===== src/rtl/oscillator_if.sv =====
// Oscillator control/sample bus: the controller drives enable, frequency and
// waveform selection; the oscillator returns the sample and its strobe.
interface oscillator_if;
    logic       en;
    logic [15:0] freq_word;
    logic [1:0]  wave_sel;
    logic [7:0]  sample;
    logic        sample_stb;

    // Controller side (testbench or upstream sequencer)
    modport master (
        output en,
        output freq_word,
        output wave_sel,
        input  sample,
        input  sample_stb
    );

    // Oscillator side
    modport slave (
        input  en,
        input  freq_word,
        input  wave_sel,
        output sample,
        output sample_stb
    );
endinterface : oscillator_if


===== src/rtl/oscillator.sv =====
// Frame-rate waveform oscillator. A 256-cycle frame counter paces a 16-bit
// phase accumulator; at each frame boundary a new 8-bit sample (square, saw,
// triangle or noise/silence) is loaded and strobed for one cycle.
// Optional feature macro: OSC_NOISE_EN adds a 16-bit Fibonacci LFSR that
// drives wave_sel=11; without it wave_sel=11 is silent.
module oscillator (
    input  logic         clk,
    input  logic         nrst,
    oscillator_if.slave  osc
);
    localparam int unsigned CNT_W    = 8;
    localparam int unsigned PHASE_W  = 16;
    localparam int unsigned SAMPLE_W = 8;

    localparam logic [1:0] SEL_SQUARE   = 2'b00;
    localparam logic [1:0] SEL_SAW      = 2'b01;
    localparam logic [1:0] SEL_TRIANGLE = 2'b10;

    logic [CNT_W-1:0]    frame_cnt;
    logic [PHASE_W-1:0]  phase;
    logic [SAMPLE_W-1:0] sample_q;
    logic                stb_q;

    logic                update_c;
    logic [PHASE_W-1:0]  phase_next_c;
    logic [SAMPLE_W-1:0] sample_next_c;

`ifdef OSC_NOISE_EN
    localparam logic [PHASE_W-1:0] LFSR_SEED = 16'hACE1;

    logic [PHASE_W-1:0] lfsr;
    logic [PHASE_W-1:0] lfsr_next_c;

    // Fibonacci step, taps 16/14/13/11
    always_comb begin
        lfsr_next_c = {lfsr[14:0], lfsr[15] ^ lfsr[13] ^ lfsr[12] ^ lfsr[10]};
    end

    // LFSR advances only at frame-boundary update edges
    always_ff @(posedge clk) begin
        if (!nrst) begin
            lfsr <= LFSR_SEED;
        end else if (update_c) begin
            lfsr <= lfsr_next_c;
        end
    end
`endif

    // Frame boundary detection, next phase and waveform mapping of the next phase
    always_comb begin
        update_c      = osc.en && (frame_cnt == {CNT_W{1'b1}});
        phase_next_c  = phase + osc.freq_word;
        sample_next_c = '0;
        case (osc.wave_sel)
            SEL_SQUARE:   sample_next_c = phase_next_c[15] ? 8'hFF : 8'h00;
            SEL_SAW:      sample_next_c = phase_next_c[15:8];
            SEL_TRIANGLE: sample_next_c = phase_next_c[15] ? ~{phase_next_c[14:8], 1'b0}
                                                           :  {phase_next_c[14:8], 1'b0};
            default: begin
`ifdef OSC_NOISE_EN
                sample_next_c = lfsr_next_c[15:8];
`else
                sample_next_c = '0;
`endif
            end
        endcase
    end

    // Frame counter, phase, sample and strobe; en=0 freezes everything but the strobe
    always_ff @(posedge clk) begin
        if (!nrst) begin
            frame_cnt <= '0;
            phase     <= '0;
            sample_q  <= '0;
            stb_q     <= 1'b0;
        end else begin
            stb_q <= 1'b0;
            if (osc.en) begin
                frame_cnt <= frame_cnt + CNT_W'(1);
                if (update_c) begin
                    phase    <= phase_next_c;
                    sample_q <= sample_next_c;
                    stb_q    <= 1'b1;
                end
            end
        end
    end

    assign osc.sample     = sample_q;
    assign osc.sample_stb = stb_q;

endmodule : oscillator

===== src/flat_wrapper.sv =====
// flat-port wrapper written by rule: the top's interface ports become plain ports
module oscillator_flat 
  (clk, nrst, osc_en, osc_freq_word, osc_wave_sel, osc_sample, osc_sample_stb);
  oscillator_if osc_i ();
  input  logic clk;
  input  logic nrst;
  input wire logic [$bits(osc_i.en)-1:0] osc_en;
  input wire logic [$bits(osc_i.freq_word)-1:0] osc_freq_word;
  input wire logic [$bits(osc_i.wave_sel)-1:0] osc_wave_sel;
  output wire logic [$bits(osc_i.sample)-1:0] osc_sample;
  output wire logic [$bits(osc_i.sample_stb)-1:0] osc_sample_stb;
  assign osc_i.en = osc_en;
  assign osc_i.freq_word = osc_freq_word;
  assign osc_i.wave_sel = osc_wave_sel;
  assign osc_sample = osc_i.sample;
  assign osc_sample_stb = osc_i.sample_stb;
  oscillator u_core (.clk(clk), .nrst(nrst), .osc(osc_i));
endmodule

===== config.mk =====
export PLATFORM = sky130hd
export DESIGN_NAME = oscillator_flat
export DESIGN_NICKNAME = d
export VERILOG_FILES = /design/src/rtl/oscillator_if.sv /design/src/rtl/oscillator.sv /design/src/flat_wrapper.sv
export SDC_FILE = /design/constraint.sdc
export NUM_CORES = 1
export LEC_CHECK = 0
export ABC_AREA = 1
export CORE_AREA = 2 2 72 74
export DETAILED_ROUTE_END_ITERATION = 12
export DIE_AREA = 0 0 74 76
export PLACE_DENSITY = 0.76
export RECOVER_POWER = 50
export SYNTH_ARGS = -nofsm -noshare
export SYNTH_HDL_FRONTEND = slang
export SYNTH_SLANG_ARGS = --single-unit

===== constraint.sdc =====
create_clock -name clk -period 3.4 [get_ports clk]
set_input_delay 0.34 -clock clk [delete_from_list [all_inputs] [get_ports clk]]
set_output_delay 0.34 -clock clk [all_outputs]
set_load 0.01 [all_outputs]

==> impl_metrics.ini <==
[outcome]
status = completed

[drt]
vias = 2446
first_pass_iters = 4
vias_per_cell = 4.81
first_iter_violations = 142
routedWlPerCell_um = 10.8
wirelength_um = 5490
drc_errors = 0
drt.antenna.violating_nets = 0

[cts]
clock_path_buffers = 2
clk_latency_ns = 0.30
cts_tree = yes
ctsHoldBuffers = 0
ctsResizeCount = 0
root_buffer = clkbuf_8
cts_buffers = 5
cts_sinks = 33
clk_pin_slew_ns = 0.08
htreeDepth = 2
post-cts-setup-buffers = 0

[critical_path]
worstSetupPathType = in2reg
required_ns = 3.63
rrSetupSlack_ns = 1.23
path_max_fanout = 4
endpoint_kind = flip-flop
worstSetupStartpointType = input pin
worstPathArrival_ns = 2.56

[logic_synthesis]
yosys_warnings = 0
syn-num-nets = 445
synth_top_area_cell = dfxtp_1
yosysUniqueCellTypes = 34
synth.area.top_cells = dfxtp_1 (26%), nand2_1 (21%), inv_1 (9.1%)
avgSynthCellArea_um2 = 6.27
synth_top_area_share_pct = 25.9
synth-seq-cells = 33
synth-seq-area-share_pct = 25.9
netlist_instances = 407
syn_area_mm2 = 0.00255

[sta]
drv_slew = 0
fin_crit_sh_pct = 68.6
hold_violations = 0
slew_headroom_pct = 39.6
period_needed_ns = 2.33
setup_viol = 0
tightestPinTransition_ns = 0.906
finalSetupTns_ns = 0
fmax_ghz = 0.429
grt_setup_unrepaired = false
fin_skew_ns = 0.0109

[power_and_ir_drop]
power_w = 0.000896
irDropWorstVdd_mv = 0.234
p_leak_nw = 1.59
p_per_area_mw_per_mm2 = 300

[finish]
nNetsFinal = 475
diodes = 0
area_growth_pct = 17.0
final_cell_mix = nand2_1 (146), inv_1 (62), nor2_1 (36), dfxtp_1 (33), nand3_1 (27)
layout_commonest_cell = nand2_1
drive_gt1_share_pct = 9.13

[grt]
track_usage_pct = 21.0
grt-ovfl-total = 0
grt_pass1_wl_um = 9530
grt_max_degree = 36
grt_pass1_vias = 2292
antenna_found_initial = 0

[placed_design]
gp_congestion = 0.845
hpwlAfterDp_um = 4220
port_buffers = 29

[floorplanning]
core-area_mm2 = 0.00491
ios = 30
start_util_pct = 52.0
die-height_um = 76
die_w_um = 74
die_area_mm2 = 0.00562
rows = 26

[worst_hold_path]
min_path_type = reg2reg

[job]
max_cap_viol_count = 0
-- through the flow --
step                instance area (µm²)  utilization (%)  instances  setup slack (ns)  hold WS [ns]
floorplan                          2550                -        407              1.41         0.430
global placement                   2880             58.7        500             0.827         0.458
detailed placement                 2880             58.7        500             0.763         0.459
CTS                                3000             61.1        508              1.06         0.470
global route                       2990             60.8        508             0.906         0.495
finish                             2990             60.8        508              1.07         0.463
-- cell usage after synthesis, drive strengths merged --
library cell / count
nand2: 158
inv: 65
nor2: 40
dfxtp: 33
nand3: 29
a21oi: 20
ha: 16
o21ai: 12
o211ai: 7
clkbuf: 4
xnor2: 4
xor2: 4
buf: 3
nor3: 3
and2: 2
a211oi: 1
a31oi: 1
fa: 1
nand3b: 1
nand4: 1
nor3b: 1
or2: 1
-- logic make-up after synthesis --
logic type,share of synthesized area (%)
fa+ha+maj,8.63
flops,25.9
xor+xnor,2.74
buf+inv,11.8
simple gates,40.5
compound gates,10.4
-- registers in the layout, summed over array words and instances, names as in the netlist --
| register | count |
|---|---|
| u_core.phase | 16 |
| u_core.frame_cnt | 8 |
| u_core.osc.sample | 8 |
| u_core.osc.sample_stb | 1 |
-- worst paths after layout --
kind,from,endpoint,cells past startpoint
min,u_core.osc.sample[7]$_SDFFE_PN0P_,u_core.osc.sample[7]$_SDFFE_PN0P_,2
max reg2reg,u_core.phase[0]$_SDFFE_PN0P_,u_core.osc.sample[1]$_SDFFE_PN0P_,13
min reg2reg,u_core.osc.sample[7]$_SDFFE_PN0P_,u_core.osc.sample[7]$_SDFFE_PN0P_,2
max,osc_freq_word[0],u_core.osc.sample[1]$_SDFFE_PN0P_,14
-- critical path: stages --
cell,delay (ns)
clkdlybuf4s50_1,0.40
ha_1,0.22
fa_1,0.43
nand3_1,0.11
nand3_1,0.15
nand2_1,0.10
nand2_1,0.08
xnor2_1,0.24
inv_1,0.09
nand2_1,0.08
nand3_1,0.07
nand2_1,0.07
nand2_1,0.05
a21oi_2,0.12
-- layout make-up --
cell class              instances  area [µm²]
repair buffers                 30         294
well taps                      70        87.6
fillers                       479        1930
clock inverters                 1        30.0
multi-input cells             302        1580
flip-flops and latches         33         661
inverters                      65         246
clock buffers                   7        86.3
-- power breakdown --
group | switching [W] | internal [W]
clock network | 0.000151 | 0.000239
registers | 0.00000169 | 0.000389
logic | 0.0000667 | 0.0000492
-- layer usage --
| metal | vias up | routed length [µm] | GRT usage, % |
|---|---|---|---|
| met5 | - | 0 | 0 |
| met4 | 0 | 88 | 7.45 |
| met3 | 9 | 255 | 3.17 |
| met2 | 49 | 2580 | 34.8 |
| met1 | 1066 | 2570 | 27.3 |
| li1 | 1322 | - | - |
No activity file was read; power rests on OpenSTA's default activity.
